File: config.mk
export PLATFORM = sky130hd
export DESIGN_NAME = ecc_encrypt_sequencer
export DESIGN_NICKNAME = d
export VERILOG_FILES = /design/src/rtl/ecc_encrypt_sequencer_pkg.sv /design/src/rtl/ecc_encrypt_sequencer_nonce_lfsr.sv /design/src/rtl/ecc_encrypt_sequencer.sv
export SDC_FILE = /design/constraint.sdc
export NUM_CORES = 1
export LEC_CHECK = 0
export ABC_AREA = 1
export CORE_MARGIN = 1.5
export CORE_UTILIZATION = 40
export CTS_CLUSTER_DIAMETER = 60
export DETAILED_ROUTE_END_ITERATION = 7
export PLACE_DENSITY = 0.77
export SLEW_MARGIN = 0
export SYNTH_ARGS = -nofsm -noshare
export SYNTH_HDL_FRONTEND = slang
export SYNTH_SLANG_ARGS = --single-unit
export TNS_END_PERCENT = 10
File: constraint.sdc
create_clock -name clk -period 1.54 [get_ports clk]
set_clock_uncertainty 0.15 [all_clocks]
set_input_delay 0.308 -clock clk [delete_from_list [all_inputs] [get_ports clk]]
set_output_delay 0.308 -clock clk [all_outputs]
set_load 0.05 [all_outputs]
File: src/rtl/ecc_encrypt_sequencer_pkg.sv
// ecc_encrypt_sequencer_pkg
// Shared defaults for the ElGamal encryption sequencer: datapath width,
// curve subgroup order, settle window, LFSR feedback/seed and FSM encoding.
// The optional ZEROIZE_EN macro is consumed by ecc_encrypt_sequencer.sv.

package ecc_encrypt_sequencer_pkg;

    // Coordinate and scalar width of the encryptor datapath.
    localparam int DEFAULT_DATAWIDTH = 8;

    // Curve subgroup order n; a usable ephemeral scalar lies in 1..n-1.
    localparam int DEFAULT_ORDER = 19;

    // Cycles the encryptor inputs are held before the results are captured.
    localparam int DEFAULT_SETTLE_CYCLES = 4;

    // Galois LFSR feedback mask and the seed used at reset / for zero loads.
    localparam logic [7:0] DEFAULT_LFSR_TAPS = 8'hB8;
    localparam logic [7:0] DEFAULT_LFSR_SEED = 8'h01;

    // FSM state encoding, kept as plain constants for legacy tooling.
    typedef logic [1:0] state_t;

    localparam state_t ST_IDLE   = 2'd0;
    localparam state_t ST_NONCE  = 2'd1;
    localparam state_t ST_SETTLE = 2'd2;
    localparam state_t ST_OUTPUT = 2'd3;

    // Width of the saturating rejection counter.
    localparam int REJECT_CNT_W = 16;

endpackage

File: src/rtl/ecc_encrypt_sequencer_nonce_lfsr.sv
// ecc_encrypt_sequencer_nonce_lfsr
// Ephemeral-scalar source for the encryption sequencer. Holds a Galois LFSR
// that steps only when the sequencer asks for a new candidate, accepts a
// seed load with priority over stepping (a zero seed is replaced by SEED so
// the register can never lock up at zero), and flags whether the current
// value is a usable scalar in 1..ORDER-1.

module ecc_encrypt_sequencer_nonce_lfsr
    import ecc_encrypt_sequencer_pkg::*;
#(
    parameter int             W     = DEFAULT_DATAWIDTH,
    parameter int             ORDER = DEFAULT_ORDER,
    parameter logic [W-1:0]   TAPS  = W'(DEFAULT_LFSR_TAPS),
    parameter logic [W-1:0]   SEED  = W'(DEFAULT_LFSR_SEED)
) (
    input  logic         clk,
    input  logic         rst,
    input  logic         advance,
    input  logic         seed_load,
    input  logic [W-1:0] seed_value,
    output logic [W-1:0] value,
    output logic         candidate_ok
);

    localparam logic [W-1:0] ORDER_W = W'(ORDER);

    logic [W-1:0] step_value;
    logic [W-1:0] load_value;

    // Next LFSR value and the zero-substituted seed, both pure decode.
    always_comb begin
        step_value = value[0] ? ((value >> 1) ^ TAPS) : (value >> 1);
        load_value = (seed_value == '0) ? SEED : seed_value;
    end

    // LFSR register: reset to SEED, seed load wins over stepping.
    // NOTE: sequential state is assigned with <= so every register samples
    // the pre-edge values of its inputs regardless of statement order.
    always_ff @(posedge clk) begin
        if (rst) begin
            value <= SEED;
        end else if (seed_load) begin
            value <= load_value;
        end else if (advance) begin
            value <= step_value;
        end
    end

    // A candidate is usable when it lies strictly between 0 and ORDER.
    assign candidate_ok = (value != '0) && (value < ORDER_W);

endmodule

File: src/rtl/ecc_encrypt_sequencer.sv
// ecc_encrypt_sequencer
// Sequential front end for the combinational ElGamal encryptor. A message
// point is accepted over msg_valid/msg_ready, a fresh scalar k in
// 1..ORDER-1 is drawn from the nonce LFSR by rejection sampling, k and the
// message are held on the encryptor inputs for SETTLE_CYCLES cycles, and the
// resulting (C1, C2) pair is registered and offered over out_valid/out_ready.
// Optional build macro: ZEROIZE_EN clears k_out on the capture edge and the
// held message on the output handshake, so secrets never outlive their use.

module ecc_encrypt_sequencer
    import ecc_encrypt_sequencer_pkg::*;
#(
    parameter int                     DATAWIDTH     = DEFAULT_DATAWIDTH,
    parameter int                     ORDER         = DEFAULT_ORDER,
    parameter int                     SETTLE_CYCLES = DEFAULT_SETTLE_CYCLES,
    parameter logic [DATAWIDTH-1:0]   LFSR_TAPS     = DATAWIDTH'(DEFAULT_LFSR_TAPS),
    parameter logic [DATAWIDTH-1:0]   LFSR_SEED     = DATAWIDTH'(DEFAULT_LFSR_SEED)
) (
    input  logic                     clk,
    input  logic                     rst,

    input  logic                     msg_valid,
    output logic                     msg_ready,
    input  logic [DATAWIDTH-1:0]     msg_x,
    input  logic [DATAWIDTH-1:0]     msg_y,

    input  logic                     seed_load,
    input  logic [DATAWIDTH-1:0]     seed_value,

    output logic [DATAWIDTH-1:0]     k_out,
    output logic [DATAWIDTH-1:0]     Mx_out,
    output logic [DATAWIDTH-1:0]     My_out,

    input  logic [DATAWIDTH-1:0]     C1x_in,
    input  logic [DATAWIDTH-1:0]     C1y_in,
    input  logic [DATAWIDTH-1:0]     C2x_in,
    input  logic [DATAWIDTH-1:0]     C2y_in,

    output logic                     out_valid,
    input  logic                     out_ready,
    output logic [DATAWIDTH-1:0]     C1x,
    output logic [DATAWIDTH-1:0]     C1y,
    output logic [DATAWIDTH-1:0]     C2x,
    output logic [DATAWIDTH-1:0]     C2y,

    output logic                     busy,
    output logic [REJECT_CNT_W-1:0]  reject_cnt
);

    // Settle counter counts SETTLE_CYCLES-1 down to 0.
    localparam int CNT_W = (SETTLE_CYCLES > 1) ? $clog2(SETTLE_CYCLES) : 1;
    localparam logic [CNT_W-1:0] SETTLE_LOAD = CNT_W'(SETTLE_CYCLES - 1);
    localparam logic [REJECT_CNT_W-1:0] REJECT_MAX = '1;

    state_t               state;
    state_t               state_next;
    logic [CNT_W-1:0]     settle_cnt;

    logic [DATAWIDTH-1:0] lfsr_value;
    logic                 candidate_ok;

    logic                 accept;
    logic                 nonce_eval;
    logic                 nonce_hit;
    logic                 nonce_miss;
    logic                 settle_done;
    logic                 out_fire;

    // ------------------------------------------------------------------
    // Nonce source
    // ------------------------------------------------------------------
    ecc_encrypt_sequencer_nonce_lfsr #(
        .W     (DATAWIDTH),
        .ORDER (ORDER),
        .TAPS  (LFSR_TAPS),
        .SEED  (LFSR_SEED)
    ) u_nonce_lfsr (
        .clk          (clk),
        .rst          (rst),
        .advance      (state == ST_NONCE),
        .seed_load    (seed_load),
        .seed_value   (seed_value),
        .value        (lfsr_value),
        .candidate_ok (candidate_ok)
    );

    // ------------------------------------------------------------------
    // Event decode
    // ------------------------------------------------------------------

    // Per-state events; a seed load in NONCE suppresses that cycle's candidate.
    always_comb begin
        accept      = (state == ST_IDLE) && msg_valid;
        nonce_eval  = (state == ST_NONCE) && !seed_load;
        nonce_hit   = nonce_eval && candidate_ok;
        nonce_miss  = nonce_eval && !candidate_ok;
        settle_done = (state == ST_SETTLE) && (settle_cnt == '0);
        out_fire    = (state == ST_OUTPUT) && out_ready;
    end

    // Next-state logic.
    // NOTE: state_next gets a default before the case so no path leaves it
    // unassigned, which would otherwise infer a latch.
    always_comb begin
        state_next = state;
        case (state)
            ST_IDLE:   if (accept)      state_next = ST_NONCE;
            ST_NONCE:  if (nonce_hit)   state_next = ST_SETTLE;
            ST_SETTLE: if (settle_done) state_next = ST_OUTPUT;
            ST_OUTPUT: if (out_fire)    state_next = ST_IDLE;
            default:                    state_next = ST_IDLE;
        endcase
    end

    // State register.
    always_ff @(posedge clk) begin
        if (rst) begin
            state <= ST_IDLE;
        end else begin
            state <= state_next;
        end
    end

    // Settle window counter, loaded when k is chosen and run down in SETTLE.
    always_ff @(posedge clk) begin
        if (rst) begin
            settle_cnt <= '0;
        end else if (nonce_hit) begin
            settle_cnt <= SETTLE_LOAD;
        end else if ((state == ST_SETTLE) && (settle_cnt != '0)) begin
            settle_cnt <= settle_cnt - 1'b1;
        end
    end

    // ------------------------------------------------------------------
    // Encryptor input registers
    // ------------------------------------------------------------------

    // Message point held on the encryptor inputs for the whole request.
    always_ff @(posedge clk) begin
        if (rst) begin
            Mx_out <= '0;
            My_out <= '0;
        end else if (accept) begin
            Mx_out <= msg_x;
            My_out <= msg_y;
`ifdef ZEROIZE_EN
        end else if (out_fire) begin
            Mx_out <= '0;
            My_out <= '0;
`endif
        end
    end

    // Ephemeral scalar, latched from the first in-range LFSR candidate.
    always_ff @(posedge clk) begin
        if (rst) begin
            k_out <= '0;
        end else if (nonce_hit) begin
            k_out <= lfsr_value;
`ifdef ZEROIZE_EN
        end else if (settle_done) begin
            k_out <= '0;
`endif
        end
    end

    // ------------------------------------------------------------------
    // Ciphertext capture and bookkeeping
    // ------------------------------------------------------------------

    // Ciphertext registers sample the encryptor when the window closes.
    always_ff @(posedge clk) begin
        if (rst) begin
            C1x <= '0;
            C1y <= '0;
            C2x <= '0;
            C2y <= '0;
        end else if (settle_done) begin
            C1x <= C1x_in;
            C1y <= C1y_in;
            C2x <= C2x_in;
            C2y <= C2y_in;
        end
    end

    // Saturating count of out-of-range candidates.
    always_ff @(posedge clk) begin
        if (rst) begin
            reject_cnt <= '0;
        end else if (nonce_miss && (reject_cnt != REJECT_MAX)) begin
            reject_cnt <= reject_cnt + 1'b1;
        end
    end

    // Handshake and status decodes; msg_ready is forced low during reset.
    assign msg_ready = (state == ST_IDLE) && !rst;
    assign out_valid = (state == ST_OUTPUT);
    assign busy      = (state != ST_IDLE);

endmodule

Word-level counts from Yosys, hierarchy flattened
Index checks and enable logic that the tools add are counted.

storage, ports and cells
  memories kept = 0
  word-level logic and storage cells = 56
  bits of input ports = 61
  bits in read-only memories = 0
  memory bits (writable) = 0
  bits in latches = 0
  register bits = 84

cells by class
  bitwise gates (word level) = 1
  magnitude comparators = 1
  equal/unequal tests = 8
  reduce and logical (&&, ||, !) cells = 22
  add/subtract/negate cells = 2
  shift operators = 0
  $mul = 0
  multiplexer cells = 11
  divide/modulo/power cells = 0

operators by type and width
  operator                 number
  $mux W8                  4
  $add A16 B1 Y16 const B  1
  $ne A16 B16 Y1 const B   1
  $mux W2                  6
  $logic_and A1 B1 Y1      10
  $logic_not A8 Y1         1
  $lt A8 B5 Y1 const B     1
  $pmux W2 S4              1
  $reduce_bool A2 Y1       4
  $reduce_bool A8 Y1       1
  $ne A2 B2 Y1 const B     3
  $eq A2 B2 Y1 const B     2
  $logic_not A2 Y1         2
  $not A3 Y4               1
  $reduce_and A4 Y1        1
  $logic_not A1 Y1         3
  $eq A2 B1 Y1 const B     1
  $ne A2 B1 Y1 const B     1
  $sub A2 B1 Y2 const B    1

Depth between registers and ports, before layout
Gate-level depths: netlist of run 1.

  depth after elaboration = 5
  depth in mapped cells = 11
  depth with buffers taken out = 10

Modules after synthesis
From an unflattened synthesis of run 1, not the netlist that was laid out.

unflattened totals
  cell total of the unflattened synthesis = 518
  area total of the unflattened synthesis = 3706.1 um^2

by module, submodules not included
  module                            cells an instance  instances  sequential area each (um^2)  area each (um^2)
  ecc_encrypt_sequencer             447                1          1521.5                       3235.6
  ecc_encrypt_sequencer_nonce_lfsr  71                 1          160.2                        470.5

Worst setup path before layout of run 1
Ideal clock, no wire load.

  path kind = flip-flop to flip-flop
  start point = register reject_cnt[0]
  end point = register reject_cnt[10]
  setup slack = -487 ps
  required time = 1323 ps
  arrival time = 1809 ps
  period minus slack after synthesis = 2027 ps
  stages on the path, launching flop included = 11
  library setup time = 67 ps
  cell sequence = dfxtp_1 ha_1 nand2_2 nor2_4 nand2_2 inv_2 nand2_2 nand3_4 buf_12 nand2_1 a21oi_2

between the ends
  word-level cells in the longest chain between the ends = 2
  elaborated cells on any way between the ends = 3
  classes of those cells = add/sub: 1; eq/ne: 1; reduce/logical: 1

ends and longest elaborated chain
  what                                                     RTL line                      text
  start: declaration                                       ecc_encrypt_sequencer.sv:47   output logic [REJECT_CNT_W-1:0] reject_cnt
  start signal: assignment                                 ecc_encrypt_sequencer.sv:192  reject_cnt <= reject_cnt + 1'b1;
  branches (longest 2 deep; another with $add A16 B1 Y16)  -

Parallel ways; which one is timed is not known.
A chain may end at the register's enable or synchronous reset.

Final worst setup path of run 1
  start point = register state[1]
  end point = output port msg_ready

between the ends
  word-level cells in the longest chain between the ends = 2

ends and longest elaborated chain
  what                      RTL line                      text
  start: declaration        ecc_encrypt_sequencer.sv:55   state_t state;
  start signal: assignment  ecc_encrypt_sequencer.sv:120  state <= state_next;
  $logic_not A2 Y1          ecc_encrypt_sequencer.sv:197  assign msg_ready = (state == ST_IDLE) && !rst;
  $logic_and A1 B1 Y1       ecc_encrypt_sequencer.sv:197
  end: declaration          ecc_encrypt_sequencer.sv:23   output logic msg_ready,

No other way between the ends.

==> impl_metrics.env, run 1 <==
export IMPL_start_util=0.4148
export IMPL_worst_slew_pin_slew_ns=0.4982
export IMPL_path_clk_slew_ns=0.10
export IMPL_hp_class="reg2reg"
export IMPL_rsz0062_at_grt="true"
export IMPL_stdcell_area_sq_um=6795
export IMPL_drtAntennaViolNets=0
export IMPL_finalMaxSlewViolations=0
export IMPL_slowest_stage="dfxtp_2"
export IMPL_power_mw=11.58
export IMPL_portBuffers=135
export IMPL_synth_seq_cells=84
export IMPL_synth_area_sq_um=3617
export IMPL_grt_pass1_wl_um=19710
export IMPL_p_leak_nw=2.747
export IMPL_layout_nets=745
export IMPL_clk_latency_ns=0.36
export IMPL_avgViaCountPerCell=5.103
export IMPL_synthAdderAreaFrac=0.02421
export IMPL_power_frac_comb=0.556
export IMPL_wl_met1_um=4647
export IMPL_wl_um=12470
export IMPL_dp_slack_ns=-0.4802
export IMPL_ir_drop_mv=1.068
export IMPL_cts_sinks=84
export IMPL_tns_ns=-8.556
export IMPL_final_hold_violation_count=0
export IMPL_cts_made_buffers=9
export IMPL_grt_overflow=0
export IMPL_regArea_sq_um=1709
export IMPL_drc=0
export IMPL_synth_simple_area_share=0.2923
export IMPL_arrival_ns=1.45
export IMPL_max_cap_viol_count=0
export IMPL_multiInputGateArea_sq_um=1948
export IMPL_vias=4031
export IMPL_p_switching_mw=4.828
export IMPL_die_w_um=98.10
export IMPL_post_route_period_util=1.237
export IMPL_worst_slack_ns=-0.3643
export IMPL_syn_inst=492
export IMPL_dr_pass1_iters=4
export IMPL_pwr_share_clk=0.160
export IMPL_crit_required_ns=1.08
export IMPL_cp_end_kind="primary output"
export IMPL_slew_headroom=0.6675
export IMPL_fmax_mhz=525.1
export IMPL_tritoncts="built"
export IMPL_wl_per_cell_um=15.78
export IMPL_clock_path_buffers=2
export IMPL_cellPowerDensity_nw_per_um2=1705
export IMPL_ys_warn_count=0
export IMPL_cpPeakStageDelay_ns=0.35
export IMPL_postSynthAreaPerCell_sq_um=7.352
export IMPL_largest_reg_flops=16
export IMPL_highest_layer="met4"
export IMPL_yosysUniqueCellTypes=29
export IMPL_dpl_cell_area_sq_um=6193
export IMPL_dieArea_sq_um=9623
export IMPL_drtIter0Drc=185
export IMPL_gr_usage_all_layers=0.2567
export IMPL_syn_nets=560
export IMPL_ioPinCount=136
export IMPL_die_y_um=98.10
export IMPL_switching_share=0.4168
export IMPL_num_antenna_cells=0
export IMPL_fillerInstances=533
export IMPL_synth_xor_area_share=0.03390
export IMPL_path_class="reg2out"
export IMPL_status="finished with violations"
export IMPL_yosysSeqAreaShare=0.4649
export IMPL_failed_checks="setup timing"
export IMPL_regMostFlops="reject_cnt"
export IMPL_core_area_sq_um=8721
export IMPL_grt_pass1_vias=4143
export IMPL_drive_gt1_frac=0.3460
export IMPL_critical_path_cell_chain="inv_2 -> buf_4 -> ha_4 -> clkinvlp_4 -> nor2_4 -> buf_12"
export IMPL_internal_power_mw=6.757
export IMPL_grt_max_degree=47
export IMPL_setup_viol=58
export IMPL_most_common_layout_cells="119 x nor2_1, 82 x nand2_1, 79 x buf_12"
export IMPL_muxShareOfSynthArea=0
export IMPL_mostFrequentLayoutCell="nor2_1"
export IMPL_dp_hpwl_um=8149
export IMPL_final_util=0.7792
export IMPL_synth_top_family_by_area="simple AND/OR/NAND/NOR gates"
export IMPL_finalCriticalPeriod_ns=1.904
export IMPL_globalplace_congestion=0.8581
export IMPL_rows=34
export IMPL_cp_start_kind="flop"
export IMPL_area_delta_synth_final_pct=87.86
export IMPL_route_met2_wl_um=6538
export IMPL_cts_htree_levels=3
export IMPL_critPathMaxFanout=3
export IMPL_cts_root_buf="clkbuf_8"
export IMPL_antenna_found_initial=0
export IMPL_wl_met3_um=627
export IMPL_synth_compound_area_share=0.1211
export IMPL_pwr_share_seq=0.284
==> stage by stage <==
stage	hold WS, ns	instances
global placement	0.3134	758
global route	0.3684	790
detailed placement	0.3206	758
CTS	0.3335	787
floorplan	0.3230	492
finish	0.3367	790
==> final cells by class <==
cell class | instances | area share
Multi-Input combinational cell | 357 | 0.2867
Tap cell | 108 | 0.01989
Sequential cell | 84 | 0.2515
Clock buffer | 11 | 0.02246
Inverter | 28 | 0.01712
Clock inverter | 5 | 0.01215
Timing Repair Buffer | 197 | 0.3902
==> final timing paths <==
| path | from | endpoint | slack (ns) | depth (start not counted) |
|---|---|---|---|---|
| worst max-delay path | state[1] | msg_ready | -0.36 | 6 |
| worst min-delay path | k_out[5] | k_out[5] | 0.34 | 2 |
| worst max register to register | state[1] | state[0] | -0.32 | 10 |
| worst min register to register | k_out[5] | k_out[5] | 0.34 | 2 |
==> cells in the mapped netlist <==
library cell  count  area [sq um]
clkbuf_1         13         48.80
nand3_2           2         20.02
a31oi_1           4         25.02
nor2_4            4         45.04
o211ai_1          1         7.510
dfxtp_1          84          1682
inv_1            24         90.09
buf_12            1         20.02
nor2_2            2         12.51
a21oi_1          19         95.09
xor2_1            8         70.07
nor3_1            2         10.01
a21oi_2           3         26.28
nand2_1          91         341.6
a22oi_1           1         7.510
nand2_2           4         25.02
nand3b_1          1         7.510
nand4_1           6         37.54
buf_2             6         30.03
xnor2_1           6         52.55
ha_1              7         87.58
nor2_1          128         480.5
o21ai_0          54         270.3
buf_6             2         22.52
buf_1             1         3.750
nand3_1          12         60.06
inv_2             4         15.01
o22ai_1           1         6.260
nand3_4           1         17.52
==> power by group through the flow <==
stage	Sequential, mW	Clock [mW]	Combinational (mW)
after floorplan	4.66	0	1.38
after global placement	3.26	0	5.60
after detailed placement	3.30	0	5.73
after CTS	3.25	1.85	6.15
after global routing	3.35	1.99	6.73
final	3.29	1.85	6.45
==> what timing repair did <==
action / in CTS / in global routing
setup endpoints to repair: 73 / 87
resized for setup: 39 / 40
hold buffers: 0 / 0
pin swaps: 11 / 15
buffers inserted: 13 / 4
==> critical path: cells and delay by family, from the launching register on <==
kind                       cells  cell delay [ns]
adders and majority gates      1             0.15
buffers and inverters          4             0.46
DFF                            1             0.35
and+or+nand+nor                1             0.12
==> per-layer routing <==
metal / GRT usage / vias up
li1: - / 1938
met4: 0.1648 / 0
met5: 0 / -
met3: 0.04868 / 49
met2: 0.4674 / 152
met1: 0.2688 / 1892
==> kinds of logic after synthesis <==
kind of cell	Yosys count
compound gates	83
xor+xnor	14
fa+ha+maj	7
buf+inv	51
flops	84
simple gates	253
Note: power is estimated with default switching activity, not from simulation.
==> run 2, diff against run 1 <==
--- a/config.mk
+++ b/config.mk
@@ -12,5 +12,5 @@
 export DETAILED_ROUTE_END_ITERATION = 7
 export PLACE_DENSITY = 0.77
-export SLEW_MARGIN = 0
+export SLEW_MARGIN = 5
 export SYNTH_ARGS = -nofsm -noshare
 export SYNTH_HDL_FRONTEND = slang
--- a/constraint.sdc
+++ b/constraint.sdc
@@ -3,3 +3,3 @@
 set_input_delay 0.308 -clock clk [delete_from_list [all_inputs] [get_ports clk]]
 set_output_delay 0.308 -clock clk [all_outputs]
-set_load 0.05 [all_outputs]
+set_load 0.005 [all_outputs]
==> impl_metrics.env, run 2 (synthesis results as in run 1) <==
export IMPL_p_leak_nw=2.670
export IMPL_dr_pass1_iters=4
export IMPL_portBuffers=135
export IMPL_finalCriticalPeriod_ns=1.715
export IMPL_arrival_ns=1.85
export IMPL_path_clk_slew_ns=0.09
export IMPL_whs_path_depth=2
export IMPL_critPathMaxFanout=5
export IMPL_hp_class="reg2reg"
export IMPL_setup_viol=22
export IMPL_worstHoldStart="k_out[5]"
export IMPL_largest_reg_flops=16
export IMPL_final_util=0.6786
export IMPL_rows=34
export IMPL_clock_path_buffers=2
export IMPL_fmax_mhz=583.1
export IMPL_vias=3865
export IMPL_reg2reg_depth=12
export IMPL_clk_latency_ns=0.35
export IMPL_failed_checks="setup timing"
export IMPL_most_common_layout_cells="125 x nor2_1, 78 x nand2_1, 64 x dlygate4sd2_1"
export IMPL_cts_sinks=84
export IMPL_regMostFlops="reject_cnt"
export IMPL_area_delta_synth_final_pct=63.61
export IMPL_drtAntennaViolNets=0
export IMPL_cts_root_buf="clkbuf_8"
export IMPL_stdcell_area_sq_um=5918
export IMPL_hold_end="k_out[5]"
export IMPL_worst_slew_pin_slew_ns=0.4820
export IMPL_cts_htree_levels=3
export IMPL_mostFrequentLayoutCell="nor2_1"
export IMPL_layout_nets=748
export IMPL_power_mw=7.749
export IMPL_r2r_start="reject_cnt[1]"
export IMPL_final_hold_violation_count=0
export IMPL_r2r_slack_ns=-0.18
export IMPL_cts_made_buffers=9
export IMPL_holdBufCountCts=0
export IMPL_cellPowerDensity_nw_per_um2=1309
export IMPL_core_area_sq_um=8721
export IMPL_finalMaxSlewViolations=0
export IMPL_antenna_found_initial=0
export IMPL_path_class="reg2reg"
export IMPL_gr_usage_all_layers=0.2161
export IMPL_die_w_um=98.10
export IMPL_wl_um=10800
export IMPL_rsz0062_at_grt="true"
export IMPL_num_antenna_cells=0
export IMPL_slew_headroom=0.6783
export IMPL_ioPinCount=136
export IMPL_tritoncts="built"
export IMPL_dieArea_sq_um=9623
export IMPL_grt_pass1_wl_um=17080
export IMPL_wl_per_cell_um=13.62
export IMPL_dp_hpwl_um=7534
export IMPL_tns_ns=-2.266
export IMPL_whs_ns=0.2897
export IMPL_setup_worst_path_start="reject_cnt[1]"
export IMPL_dp_slack_ns=-0.4170
export IMPL_dpl_cell_area_sq_um=5424
export IMPL_status="finished with violations"
export IMPL_max_cap_viol_count=0
export IMPL_globalplace_congestion=0.8452
export IMPL_start_util=0.4148
export IMPL_drive_gt1_frac=0.2745
export IMPL_worst_slack_ns=-0.1750
export IMPL_ir_drop_mv=0.8967
export IMPL_drc=0
export IMPL_grt_max_degree=28
export IMPL_grt_overflow=0
export IMPL_cp_end_kind="flop"
export IMPL_drtIter0Drc=114
export IMPL_cp_start_kind="flop"
export IMPL_final_cells=793
export IMPL_dp_cells=766
export IMPL_die_y_um=98.10
export IMPL_grt_pass1_vias=3727
export IMPL_post_route_period_util=1.114
export IMPL_fillerInstances=718
export IMPL_avgViaCountPerCell=4.874
export IMPL_crit_required_ns=1.67
export IMPL_reg2reg_to="reject_cnt[6]"
## run 2: routing by layer
metal	global-route usage	wire, um	vias to the layer above
li1	-	-	1940
met1	0.2525	4454	1776
met2	0.3820	5510	127
met3	0.03651	524	22
met4	0.1055	313	0
met5	0	0	-
## run 2: critical path, cell delays in order (launching register included)
cell and delay, ns:
dfxtp_2 0.33, buf_6 0.11, ha_4 0.16, nand2_4 0.08
nor2_4 0.04, nand2_2 0.07, inv_2 0.04, nand2_4 0.09
inv_4 0.04, nor2_4 0.17, buf_6 0.16, nand2_2 0.06
a21oi_2 0.13
## run 2: worst max path at each step
stage,end,slack [ns],depth (start not counted)
2_1_floorplan,reject_cnt[1],0.0009,11
3_3_place_gp,msg_ready,-0.40,3
3_5_place_dp,state[0],-0.42,9
4_1_cts,msg_ready,-0.15,5
5_1_grt,reject_cnt[15],-0.22,12
6_report,reject_cnt[6],-0.18,12
## run 2: timing repair
| item | in CTS | in global routing |
|---|---|---|
| setup endpoints to repair | 134 | 86 |
| gates resized for setup | 158 | 66 |
| buffers inserted | 7 | 3 |
| gates cloned | 0 | 1 |
| pin swaps | 3 | 14 |
## run 2: cell type report
class                   instances  area, sq um  area share
clock buffers                   9        123.9     0.02093
clock inverters                 7        98.84     0.01670
inverters                      28        112.6     0.01903
multi-input cells             357         1869      0.3159
flip-flops and latches         84         1748      0.2953
well taps                     108        135.1     0.02283
repair buffers                200         1831      0.3093
## run 2: power by group
part / internal (mW) / switching (mW)
combinational: 1.49 / 1.45
sequential: 2.75 / 0.279
clock: 0.925 / 0.850
total: 5.17 / 2.58
